### src/rtl/hazard_pkg.sv
// Shared types and helpers for the ID-stage hazard control slice.
// Holds the mul/div FSM encoding, the $0 constant and the register match rule.
package hazard_pkg;

   typedef enum logic {
      MD_IDLE = 1'b0,
      MD_BUSY = 1'b1
   } md_state_t;

   localparam logic [4:0] REG_ZERO = 5'd0;

   // A source only conflicts with a pending write when it is really read
   // and the destination is not $0, which never holds a live value.
   function automatic logic reg_match(input logic [4:0] src,
                                      input logic [4:0] wreg,
                                      input logic       used);
      return used && (src == wreg) && (wreg != REG_ZERO);
   endfunction

endpackage

### src/rtl/hazard_ctrl_unit_if.sv
// Bundle between the ID/EX/MEM pipeline and the hazard control unit.
// master: pipeline side (drives stage info, takes controls); slave: hazard unit.
interface hazard_ctrl_unit_if #(
   parameter int CNT_W = 32
);

   logic [4:0]       ID_rs;
   logic [4:0]       ID_rt;
   logic             ID_uses_rt;
   logic             ID_branch;
   logic             ID_taken;
   logic             ID_hilo_use;
   logic             IDEX_memread;
   logic             IDEX_regwrite;
   logic [4:0]       IDEX_wreg;
   logic             EXMEM_memread;
   logic [4:0]       EXMEM_wreg;
   logic             EX_muldiv_start;
   logic             PC_write;
   logic             IFID_write;
   logic             IF_flush;
   logic             IDEX_bubble;
   logic             md_busy;
   logic [CNT_W-1:0] stall_cnt;
   logic [CNT_W-1:0] flush_cnt;

   modport master (
      output ID_rs, ID_rt, ID_uses_rt, ID_branch, ID_taken, ID_hilo_use,
      output IDEX_memread, IDEX_regwrite, IDEX_wreg,
      output EXMEM_memread, EXMEM_wreg, EX_muldiv_start,
      input  PC_write, IFID_write, IF_flush, IDEX_bubble,
      input  md_busy, stall_cnt, flush_cnt
   );

   modport slave (
      input  ID_rs, ID_rt, ID_uses_rt, ID_branch, ID_taken, ID_hilo_use,
      input  IDEX_memread, IDEX_regwrite, IDEX_wreg,
      input  EXMEM_memread, EXMEM_wreg, EX_muldiv_start,
      output PC_write, IFID_write, IF_flush, IDEX_bubble,
      output md_busy, stall_cnt, flush_cnt
   );

endinterface

### src/rtl/muldiv_tracker.sv
// Tracks the multi-cycle mul/div unit: busy for MULDIV_LAT cycles after start.
// Ports: clk, rst (async high), start (issue from EX), md_busy (registered).
module muldiv_tracker
   import hazard_pkg::*;
#(
   parameter int MULDIV_LAT = 32
) (
   input  logic clk,
   input  logic rst,
   input  logic start,
   output logic md_busy
);

   md_state_t  state, state_nxt;
   logic [7:0] md_cnt, md_cnt_nxt;

   always_ff @(posedge clk or posedge rst) begin
      if (rst) begin
         state  <= MD_IDLE;
         md_cnt <= 8'd0;
      end else begin
         state  <= state_nxt;
         md_cnt <= md_cnt_nxt;
      end
   end

   // md_cnt counts the remaining busy cycles after the current one.
   always_comb begin
      state_nxt  = state;
      md_cnt_nxt = md_cnt;
      unique case (state)
         MD_IDLE: begin
            if (start) begin
               state_nxt  = MD_BUSY;
               md_cnt_nxt = 8'(MULDIV_LAT - 1);
            end
         end
         MD_BUSY: begin
            if (md_cnt == 8'd0) begin
               state_nxt = MD_IDLE;
            end else begin
               md_cnt_nxt = md_cnt - 8'd1;
            end
         end
         default: begin
            state_nxt  = MD_IDLE;
            md_cnt_nxt = 8'd0;
         end
      endcase
   end

   always_comb begin
      md_busy = (state == MD_BUSY);
   end

endmodule

### src/rtl/hazard_ctrl_unit.sv
// ID-stage hazard control: load-use, branch-operand and mul/div stalls, branch flush.
// Ports: clk, rst (async high), h (slave bundle: stage info in, IF/ID controls and counters out).
module hazard_ctrl_unit
   import hazard_pkg::*;
#(
   parameter int MULDIV_LAT = 32,
   parameter int CNT_W      = 32
) (
   input  logic                clk,
   input  logic                rst,
   hazard_ctrl_unit_if.slave   h
);

   logic lu_haz;
   logic br_haz;
   logic md_haz;
   logic stall;
   logic flush;
   logic md_busy;

   logic [CNT_W-1:0] stall_cnt;
   logic [CNT_W-1:0] flush_cnt;

   muldiv_tracker #(
      .MULDIV_LAT (MULDIV_LAT)
   ) u_md (
      .clk     (clk),
      .rst     (rst),
      .start   (h.EX_muldiv_start),
      .md_busy (md_busy)
   );

   always_comb begin
      lu_haz = h.IDEX_memread &&
               (reg_match(h.ID_rs, h.IDEX_wreg, 1'b1) ||
                reg_match(h.ID_rt, h.IDEX_wreg, h.ID_uses_rt));
      // beq/bne compare in ID, so any ALU result still in EX is too late,
      // and a load in MEM has not reached the forwarding point yet.
      br_haz = h.ID_branch &&
               ((h.IDEX_regwrite &&
                 (reg_match(h.ID_rs, h.IDEX_wreg, 1'b1) ||
                  reg_match(h.ID_rt, h.IDEX_wreg, h.ID_uses_rt))) ||
                (h.EXMEM_memread &&
                 (reg_match(h.ID_rs, h.EXMEM_wreg, 1'b1) ||
                  reg_match(h.ID_rt, h.EXMEM_wreg, h.ID_uses_rt))));
      md_haz = h.ID_hilo_use && md_busy;
      stall  = lu_haz || br_haz || md_haz;
      // ID_taken is computed from possibly stale operands while stalled.
      flush  = !stall && h.ID_taken;
   end

   always_comb begin
      h.PC_write    = 1'b1;
      h.IFID_write  = 1'b1;
      h.IF_flush    = 1'b0;
      h.IDEX_bubble = 1'b0;
      priority case (1'b1)
         rst: begin
            h.PC_write    = 1'b0;
            h.IFID_write  = 1'b0;
            h.IF_flush    = 1'b1;
            h.IDEX_bubble = 1'b1;
         end
         stall: begin
            h.PC_write    = 1'b0;
            h.IFID_write  = 1'b0;
            h.IDEX_bubble = 1'b1;
         end
         flush: begin
            h.IF_flush    = 1'b1;
         end
         default: begin
            h.PC_write    = 1'b1;
         end
      endcase
   end

   always_ff @(posedge clk or posedge rst) begin
      if (rst) begin
         stall_cnt <= '0;
         flush_cnt <= '0;
      end else begin
         if (stall) stall_cnt <= stall_cnt + CNT_W'(1);
         if (flush) flush_cnt <= flush_cnt + CNT_W'(1);
      end
   end

   always_comb begin
      h.md_busy   = md_busy;
      h.stall_cnt = stall_cnt;
      h.flush_cnt = flush_cnt;
   end

endmodule

### src/flat_wrapper.sv
// flat-port wrapper written by rule: the top's interface ports become plain ports
module hazard_ctrl_unit_flat import hazard_pkg::*;
#(
   parameter int MULDIV_LAT = 32,
   parameter int CNT_W      = 32
)
  (clk, rst, h_ID_rs, h_ID_rt, h_ID_uses_rt, h_ID_branch, h_ID_taken, h_ID_hilo_use, h_IDEX_memread, h_IDEX_regwrite, h_IDEX_wreg, h_EXMEM_memread, h_EXMEM_wreg, h_EX_muldiv_start, h_PC_write, h_IFID_write, h_IF_flush, h_IDEX_bubble, h_md_busy, h_stall_cnt, h_flush_cnt);
  hazard_ctrl_unit_if #(.CNT_W(CNT_W)) h_i ();
  input  logic clk;
  input  logic rst;
  input wire logic [$bits(h_i.ID_rs)-1:0] h_ID_rs;
  input wire logic [$bits(h_i.ID_rt)-1:0] h_ID_rt;
  input wire logic [$bits(h_i.ID_uses_rt)-1:0] h_ID_uses_rt;
  input wire logic [$bits(h_i.ID_branch)-1:0] h_ID_branch;
  input wire logic [$bits(h_i.ID_taken)-1:0] h_ID_taken;
  input wire logic [$bits(h_i.ID_hilo_use)-1:0] h_ID_hilo_use;
  input wire logic [$bits(h_i.IDEX_memread)-1:0] h_IDEX_memread;
  input wire logic [$bits(h_i.IDEX_regwrite)-1:0] h_IDEX_regwrite;
  input wire logic [$bits(h_i.IDEX_wreg)-1:0] h_IDEX_wreg;
  input wire logic [$bits(h_i.EXMEM_memread)-1:0] h_EXMEM_memread;
  input wire logic [$bits(h_i.EXMEM_wreg)-1:0] h_EXMEM_wreg;
  input wire logic [$bits(h_i.EX_muldiv_start)-1:0] h_EX_muldiv_start;
  output wire logic [$bits(h_i.PC_write)-1:0] h_PC_write;
  output wire logic [$bits(h_i.IFID_write)-1:0] h_IFID_write;
  output wire logic [$bits(h_i.IF_flush)-1:0] h_IF_flush;
  output wire logic [$bits(h_i.IDEX_bubble)-1:0] h_IDEX_bubble;
  output wire logic [$bits(h_i.md_busy)-1:0] h_md_busy;
  output wire logic [$bits(h_i.stall_cnt)-1:0] h_stall_cnt;
  output wire logic [$bits(h_i.flush_cnt)-1:0] h_flush_cnt;
  assign h_i.ID_rs = h_ID_rs;
  assign h_i.ID_rt = h_ID_rt;
  assign h_i.ID_uses_rt = h_ID_uses_rt;
  assign h_i.ID_branch = h_ID_branch;
  assign h_i.ID_taken = h_ID_taken;
  assign h_i.ID_hilo_use = h_ID_hilo_use;
  assign h_i.IDEX_memread = h_IDEX_memread;
  assign h_i.IDEX_regwrite = h_IDEX_regwrite;
  assign h_i.IDEX_wreg = h_IDEX_wreg;
  assign h_i.EXMEM_memread = h_EXMEM_memread;
  assign h_i.EXMEM_wreg = h_EXMEM_wreg;
  assign h_i.EX_muldiv_start = h_EX_muldiv_start;
  assign h_PC_write = h_i.PC_write;
  assign h_IFID_write = h_i.IFID_write;
  assign h_IF_flush = h_i.IF_flush;
  assign h_IDEX_bubble = h_i.IDEX_bubble;
  assign h_md_busy = h_i.md_busy;
  assign h_stall_cnt = h_i.stall_cnt;
  assign h_flush_cnt = h_i.flush_cnt;
  hazard_ctrl_unit #(.MULDIV_LAT(MULDIV_LAT), .CNT_W(CNT_W)) u_core (.clk(clk), .rst(rst), .h(h_i));
endmodule
### config.mk
export PLATFORM = sky130hd
export DESIGN_NAME = hazard_ctrl_unit_flat
export DESIGN_NICKNAME = d
export VERILOG_FILES = /design/src/rtl/hazard_pkg.sv /design/src/rtl/hazard_ctrl_unit_if.sv /design/src/rtl/muldiv_tracker.sv /design/src/rtl/hazard_ctrl_unit.sv /design/src/flat_wrapper.sv
export SDC_FILE = /design/constraint.sdc
export NUM_CORES = 1
export LEC_CHECK = 0
export ABC_CLOCK_PERIOD_IN_PS = 4400
export CORE_UTILIZATION = 35
export DETAILED_ROUTE_END_ITERATION = 16
export GPL_ROUTABILITY_DRIVEN = 0
export GPL_TIMING_DRIVEN = 0
export MAX_ROUTING_LAYER = met4
export PLACE_DENSITY = 0.62
export SYNTH_ARGS = -nofsm -noshare
export SYNTH_HDL_FRONTEND = slang
export SYNTH_HIERARCHICAL = 1
export SYNTH_SLANG_ARGS = --single-unit
### constraint.sdc
create_clock -name clk -period 4.4 [get_ports clk]
set_clock_uncertainty 0.2 [all_clocks]
set_input_delay 0.66 -clock clk [delete_from_list [all_inputs] [get_ports clk]]
set_output_delay 0.66 -clock clk [all_outputs]
set_load 0.05 [all_outputs]
==> results of run 1 <==
flip-flops by register name, indices dropped and copies added (netlist names):
signal / count
u_core/h.flush_cnt: 32
u_core/h.stall_cnt: 32
u_core/u_md/md_cnt: 8
u_core/u_md/md_busy: 1
cell usage in the layout, fill, tap and decap left out, drive strengths merged, types with 5 or more instances in the layout:
cell           synthesis  routed
nor3                  21      21
o211ai                 5       5
clkdlybuf4s50          0      94
buf                    6       6
inv                   14      16
dfrtp                 73      73
nor2                  18      18
nand4                 26      26
and3                  12      12
clkbuf                 7      16
nor4b                  6       6
nand3                 25      25
xor2                  49      49
nor4                  10      10
nand2                 26      26
xnor2                 32      32
per-layer routing:
layer | global-route usage, % | part of all wire, %
met5 | - | 0
met3 | 3.891 | 4.3
met1 | 23.84 | 47
met4 | 6.360 | 1.9
met2 | 27.19 | 47
critical path, cell delays in order:
cell and delay, ns:
clkdlybuf4s50_1 0.47, or4_1 0.54, o211ai_1 0.28, o221a_2 0.33, nand2_1 0.16, nand2_1 0.11
clkdlybuf4s50_1 0.81
path summary, 6_finish.rpt:
kind                                                      endpoint  cells after the start
worst max register to register  u_core/h.flush_cnt[28]$_DFFE_PP0P_                      7
min in group asynchronous        u_core/u_md/md_cnt[2]$_DFFE_PP0P_                      2
worst min register to register  u_core/h.stall_cnt[31]$_DFFE_PP0P_                      1
max in group asynchronous        u_core/h.stall_cnt[9]$_DFFE_PP0P_                      2
worst min-delay path            u_core/h.stall_cnt[31]$_DFFE_PP0P_                      1
worst max-delay path                                    h_IF_flush                      7
logic make-up (layout without fill, tap and decap cells):
family / Yosys count / after routing / share of synthesized area [%]
flip-flops: 73 / 73 / 47.65
AO/OA/AOI/OAI: 20 / 20 / 4.145
adder cells (fa/ha/maj): 4 / 4 / 1.306
multiplexers: 4 / 4 / 1.077
buffers and inverters: 27 / 140 / 3.100
AND/OR/NAND/NOR: 164 / 164 / 24.22
XOR/XNOR: 81 / 81 / 18.51
final cells by class:
class | instances | area share (%)
Multi-Input combinational cell | 273 | 36.11
Sequential cell | 73 | 34.94
Clock inverter | 7 | 2.417
Tap cell | 136 | 3.254
Buffer | 13 | 1.292
Clock buffer | 9 | 2.369
Inverter | 14 | 1.053
Timing Repair Buffer | 97 | 18.57
stage by stage:
| stage | setup TNS, ns | hold slack [ns] | power, W |
|---|---|---|---|
| 6_report | 0 | 0.2674 | 0.002246 |
| 5_1_grt | 0 | 0.2777 | 0.002385 |
| 4_1_cts | 0 | 0.2746 | 0.002271 |
| 3_5_place_dp | -0.4251 | 0.2632 | 0.001613 |
| 3_3_place_gp | -0.7758 | 0.2541 | 0.001601 |
| 2_1_floorplan | 0 | 0.2845 | 0.001363 |
power breakdown:
group	internal (W)	switching, W	total (W)
clock	0.000383	0.000264	0.000647
sequential	0.000768	0.000129	0.000897
combinational	0.000272	0.000430	0.000702
total	0.00142	0.000823	0.00225
==> flow_summary.toml, run 1 <==
[place]
dp_hpwl_um = 6680
dpl_worst_slack_ns = -0.1793
port-buffer-count = 97
postPlaceCellArea_um2 = 4977
dpl.cell_count = 606

[timing]
timing.final.hold_violations = 0
fin_crit_sh_pct = 95.92
min_period_ns = 4.220
setup_violations = 0
report.final.slew_viol_count = 0
timing.final.ws_setup_ns = 0.1796
rsz0062_at_grt = "false"
worstMarginPinSlew_ns = 1.277
relSlewSlack_pct = 14.06
clock.fmax_mhz = 236.9

[setup_path]
rrSetupSlack_ns = 1.67
critPathMaxFanout = 5
cp-end-kind = "output pin"
crit_start = "h_EXMEM_wreg[1]"
r2r-start = "u_core/h.flush_cnt[0]$_DFFE_PP0P_"
worstSetupStartpointType = "input port"
crit_type = "input port to output pin"
cp.arrival_ns = 3.36
cp.required_ns = 3.54

[routing]
dr.pass1.iters = 4
via_per_inst = 5.058
num_vias = 3146
drc = 0
avgRoutedWirePerCell_um = 14.66
ant_nets = 0
dr.first_iter.drc_count = 210
wirelength_um = 9117

[final_layout]
seq_area_um2 = 1827
num-fill-cells = 994
area_growth_pct = 36.39
multi_input_area_um2 = 1888
utilization_pct = 49.98
diodes = 0
layout.cells.non_filler = 622
fin_nets = 515
fin_area_um2 = 5229
drive_above_1_share_pct = 6.996

[synth]
syn-cell-area_um2 = 3834
synth_top_area_share_pct = 47.65
synth-seq-cells = 73
synth.top_cells.by_area = "dfrtp_1 (48%), xor2_1 (11%), xnor2_1 (7.3%)"
synth_common_cells = "dfrtp_1 (73), xor2_1 (49), xnor2_1 (32)"
synth_async_sr_flop_share_pct = 100.0
yosysSeqAreaShare_pct = 47.65
synth.most_common_cell = "dfrtp_1"
synth_top_area_cell = "dfrtp_1"
yosys_warnings = 6
synth_nets = 407
synth.distinct_cells = 44
synth-edff-count = 0
synth_flop_cell = "dfrtp_1"
synthCells = 373
synth_area_per_cell_um2 = 10.28

[global_route]
grt_max_degree = 66
antenna_found_initial = 0
grt_pass1_wl_um = 15670
grt_pass1_vias = 3126
grt_overflow_total = 0
gr-usage-all-layers_pct = 17.98

[hold_path]
min_path_type = "register to register"
hp-start = "u_core/h.stall_cnt[31]$_DFFE_PP0P_"

[floorplan]
die_y_um = 106.7
start_util_pct = 36.64
num_rows = 37
die_x_um = 106.7
die-area_um2 = 11380
io_pins = 99
core_um2 = 10460

[outcome]
status = "finished clean"

[clock_network]
cts.sinks = 73
h-tree-depth = 3
cts_tree = "yes"
cts_setup_buffers = 0
cts_root_buf = "clkbuf_8"
clockBufferDepth = 2
cts_hold_buf = 0
cts_resized = 3
cts_buffers = 9
path_clk_slew_ns = 0.08
insertion_delay_ns = 0.35

[power]
pwr_density_cell_nw_per_um2 = 429.5
leakage_nw = 2.308
ir_worst_vdd_v = 0.0002639

[flow_run]
max-cap-violations = 0
No activity file was read; power rests on OpenSTA's default activity.
==> inputs of run 2 (changes only) <==
CORE_UTILIZATION = 50   (was 35)
PLACE_DENSITY = 0.83   (was 0.62)
==> run 2 against run 1 <==
Clock power shrank 9.0%; global-route usage grew 7.8 points; via count grew 3.6%; cell area shrank 0.91%; sequential power is essentially flat; core utilization grew 21 points; setup slack lost 0.0053 ns; combinational power is essentially flat; critical path depth is the same; critical path type unchanged.
==> flow_summary.toml, run 2 (synthesized netlist as in run 1, its figures left out) <==
[timing]
clock.fmax_mhz = 236.6
report.final.slew_viol_count = 0
min_period_ns = 4.226
hold_ws_ns = 0.2710
timing.final.hold_violations = 0
fin_crit_sh_pct = 96.04
worstMarginPinSlew_ns = 1.203
setup_violations = 0
rsz0062_at_grt = "false"
relSlewSlack_pct = 19.04

[final_layout]
fin_nets = 516
layout_common_cells = "clkdlybuf4s50_1 (94), dfrtp_1 (73), xor2_1 (49)"
multi_input_area_um2 = 1888
mostFrequentLayoutCell = "clkdlybuf4s50_1"
drive_above_1_share_pct = 7.187
seq_area_um2 = 1827
top_regs = "u_core/h.flush_cnt (32), u_core/h.stall_cnt (32), u_core/u_md/md_cnt (8)"
fin_area_um2 = 5181
utilization_pct = 70.68
diodes = 0
num-fill-cells = 536
area_growth_pct = 35.15

[setup_path]
crit_type = "input port to output pin"
cp.arrival_ns = 3.37
worstSetupStartpointType = "input port"
reg2reg_depth = 7
cp-end-kind = "output pin"
crit_start = "h_EXMEM_wreg[1]"
critPathCapture = "h_IF_flush"
rrSetupSlack_ns = 1.66
r2r-start = "u_core/h.flush_cnt[0]$_DFFE_PP0P_"
cp.required_ns = 3.54
r2r-end = "u_core/h.flush_cnt[26]$_DFFE_PP0P_"
critPathMaxFanout = 5

[place]
postPlaceCellArea_um2 = 4949
port-buffer-count = 97
dp_hpwl_um = 6720

[floorplan]
num_rows = 31
die-area_um2 = 8022
io_pins = 99
die_y_um = 89.57
die_x_um = 89.57
start_util_pct = 52.30
core_um2 = 7331

[clock_network]
cts_root_buf = "clkbuf_8"
cts_buffers = 9
cts_setup_buffers = 0
h-tree-depth = 3
path_clk_slew_ns = 0.08
clockBufferDepth = 2
cts_hold_buf = 0
cts_tree = "yes"
insertion_delay_ns = 0.34
cts.sinks = 73

[power]
leakage_nw = 2.319
ir_worst_vdd_v = 0.0004425
pwr_density_cell_nw_per_um2 = 422.1

[global_route]
gr-usage-all-layers_pct = 25.77
grt_overflow_total = 0
grt_pass1_vias = 3083
grt_pass1_wl_um = 15060
antenna_found_initial = 0
grt_max_degree = 42

[hold_path]
hold_depth = 1
min_path_type = "register to register"

[routing]
dr.pass1.iters = 4
drc = 0
ant_nets = 0
via_per_inst = 5.561
wirelength_um = 9175
avgRoutedWirePerCell_um = 15.66
dr.first_iter.drc_count = 199
num_vias = 3259

[outcome]
status = "finished clean"

[flow_run]
max-cap-violations = 0
==> run 2: timing repair <==
action	4_1_cts	5_1_grt
endpoints found under the hold margin	0	0
cloned	0	0
gates resized for setup	2	2
endpoints found under the setup margin	3	2
==> run 2: worst min-delay path by stage <==
stage                                                  start                                 end
after global placement    u_core/h.stall_cnt[31]$_DFFE_PP0P_  u_core/h.stall_cnt[31]$_DFFE_PP0P_
after global routing      u_core/h.stall_cnt[31]$_DFFE_PP0P_  u_core/h.stall_cnt[31]$_DFFE_PP0P_
after detailed placement  u_core/h.stall_cnt[31]$_DFFE_PP0P_  u_core/h.stall_cnt[31]$_DFFE_PP0P_
after floorplan            u_core/u_md/md_cnt[3]$_DFFE_PP0P_   u_core/u_md/md_cnt[3]$_DFFE_PP0P_
final                     u_core/h.stall_cnt[31]$_DFFE_PP0P_  u_core/h.stall_cnt[31]$_DFFE_PP0P_
after CTS                 u_core/h.stall_cnt[31]$_DFFE_PP0P_  u_core/h.stall_cnt[31]$_DFFE_PP0P_
==> run 2: worst max-delay path: stages <==
cell and delay (ns):
clkdlybuf4s50_1 0.49, or4_1 0.54, o211ai_1 0.30, o221a_2 0.32, nand2_1 0.14, nand2_1 0.11
clkdlybuf4s50_1 0.80
==> run 2: metrics by stage <==
stage	setup TNS [ns]	setup WS [ns]	instances	total power [W]
2_1_floorplan	0	0.5615	373	0.001363
3_3_place_gp	-0.6256	-0.3400	569	0.001586
3_5_place_dp	-0.2827	-0.1343	570	0.001607
4_1_cts	0	0.03276	586	0.002199
5_1_grt	0	0.08399	586	0.002306
6_report	0	0.1743	586	0.002187
==> run 2: routing by layer <==
metal  vias to the layer above  track usage [%]  share of wire [%]  wire length, µm
met5                         -                -                  0                0
met4                         0            6.349               0.64               59
met3                         6            5.725                4.9              454
met2                       106            41.12                 50             4576
met1                      1598            33.41                 45             4085
li1                       1549                -                  -                -
==> run 2: layout make-up <==
type / count / share of cell area [%]
plain buffers: 13 / 1.304
clock buffers: 10 / 2.656
clock inverters: 6 / 1.739
inverters: 14 / 1.014
multi-input cells: 273 / 36.44
flip-flops and latches: 73 / 35.26
well taps: 99 / 2.391
repair buffers: 98 / 19.20
==> run 2: power by group <==
part	total, W	internal (W)	switching, W
combinational	0.000699	0.000274	0.000425
clock	0.000589	0.000337	0.000252
sequential	0.000899	0.000768	0.000131
==> inputs of run 3 (changes only) <==
ABC_CLOCK_PERIOD_IN_PS = default   (was 4400)
==> results of run 3 <==
Final layout, timing and power as in run 2 (identical DEF).
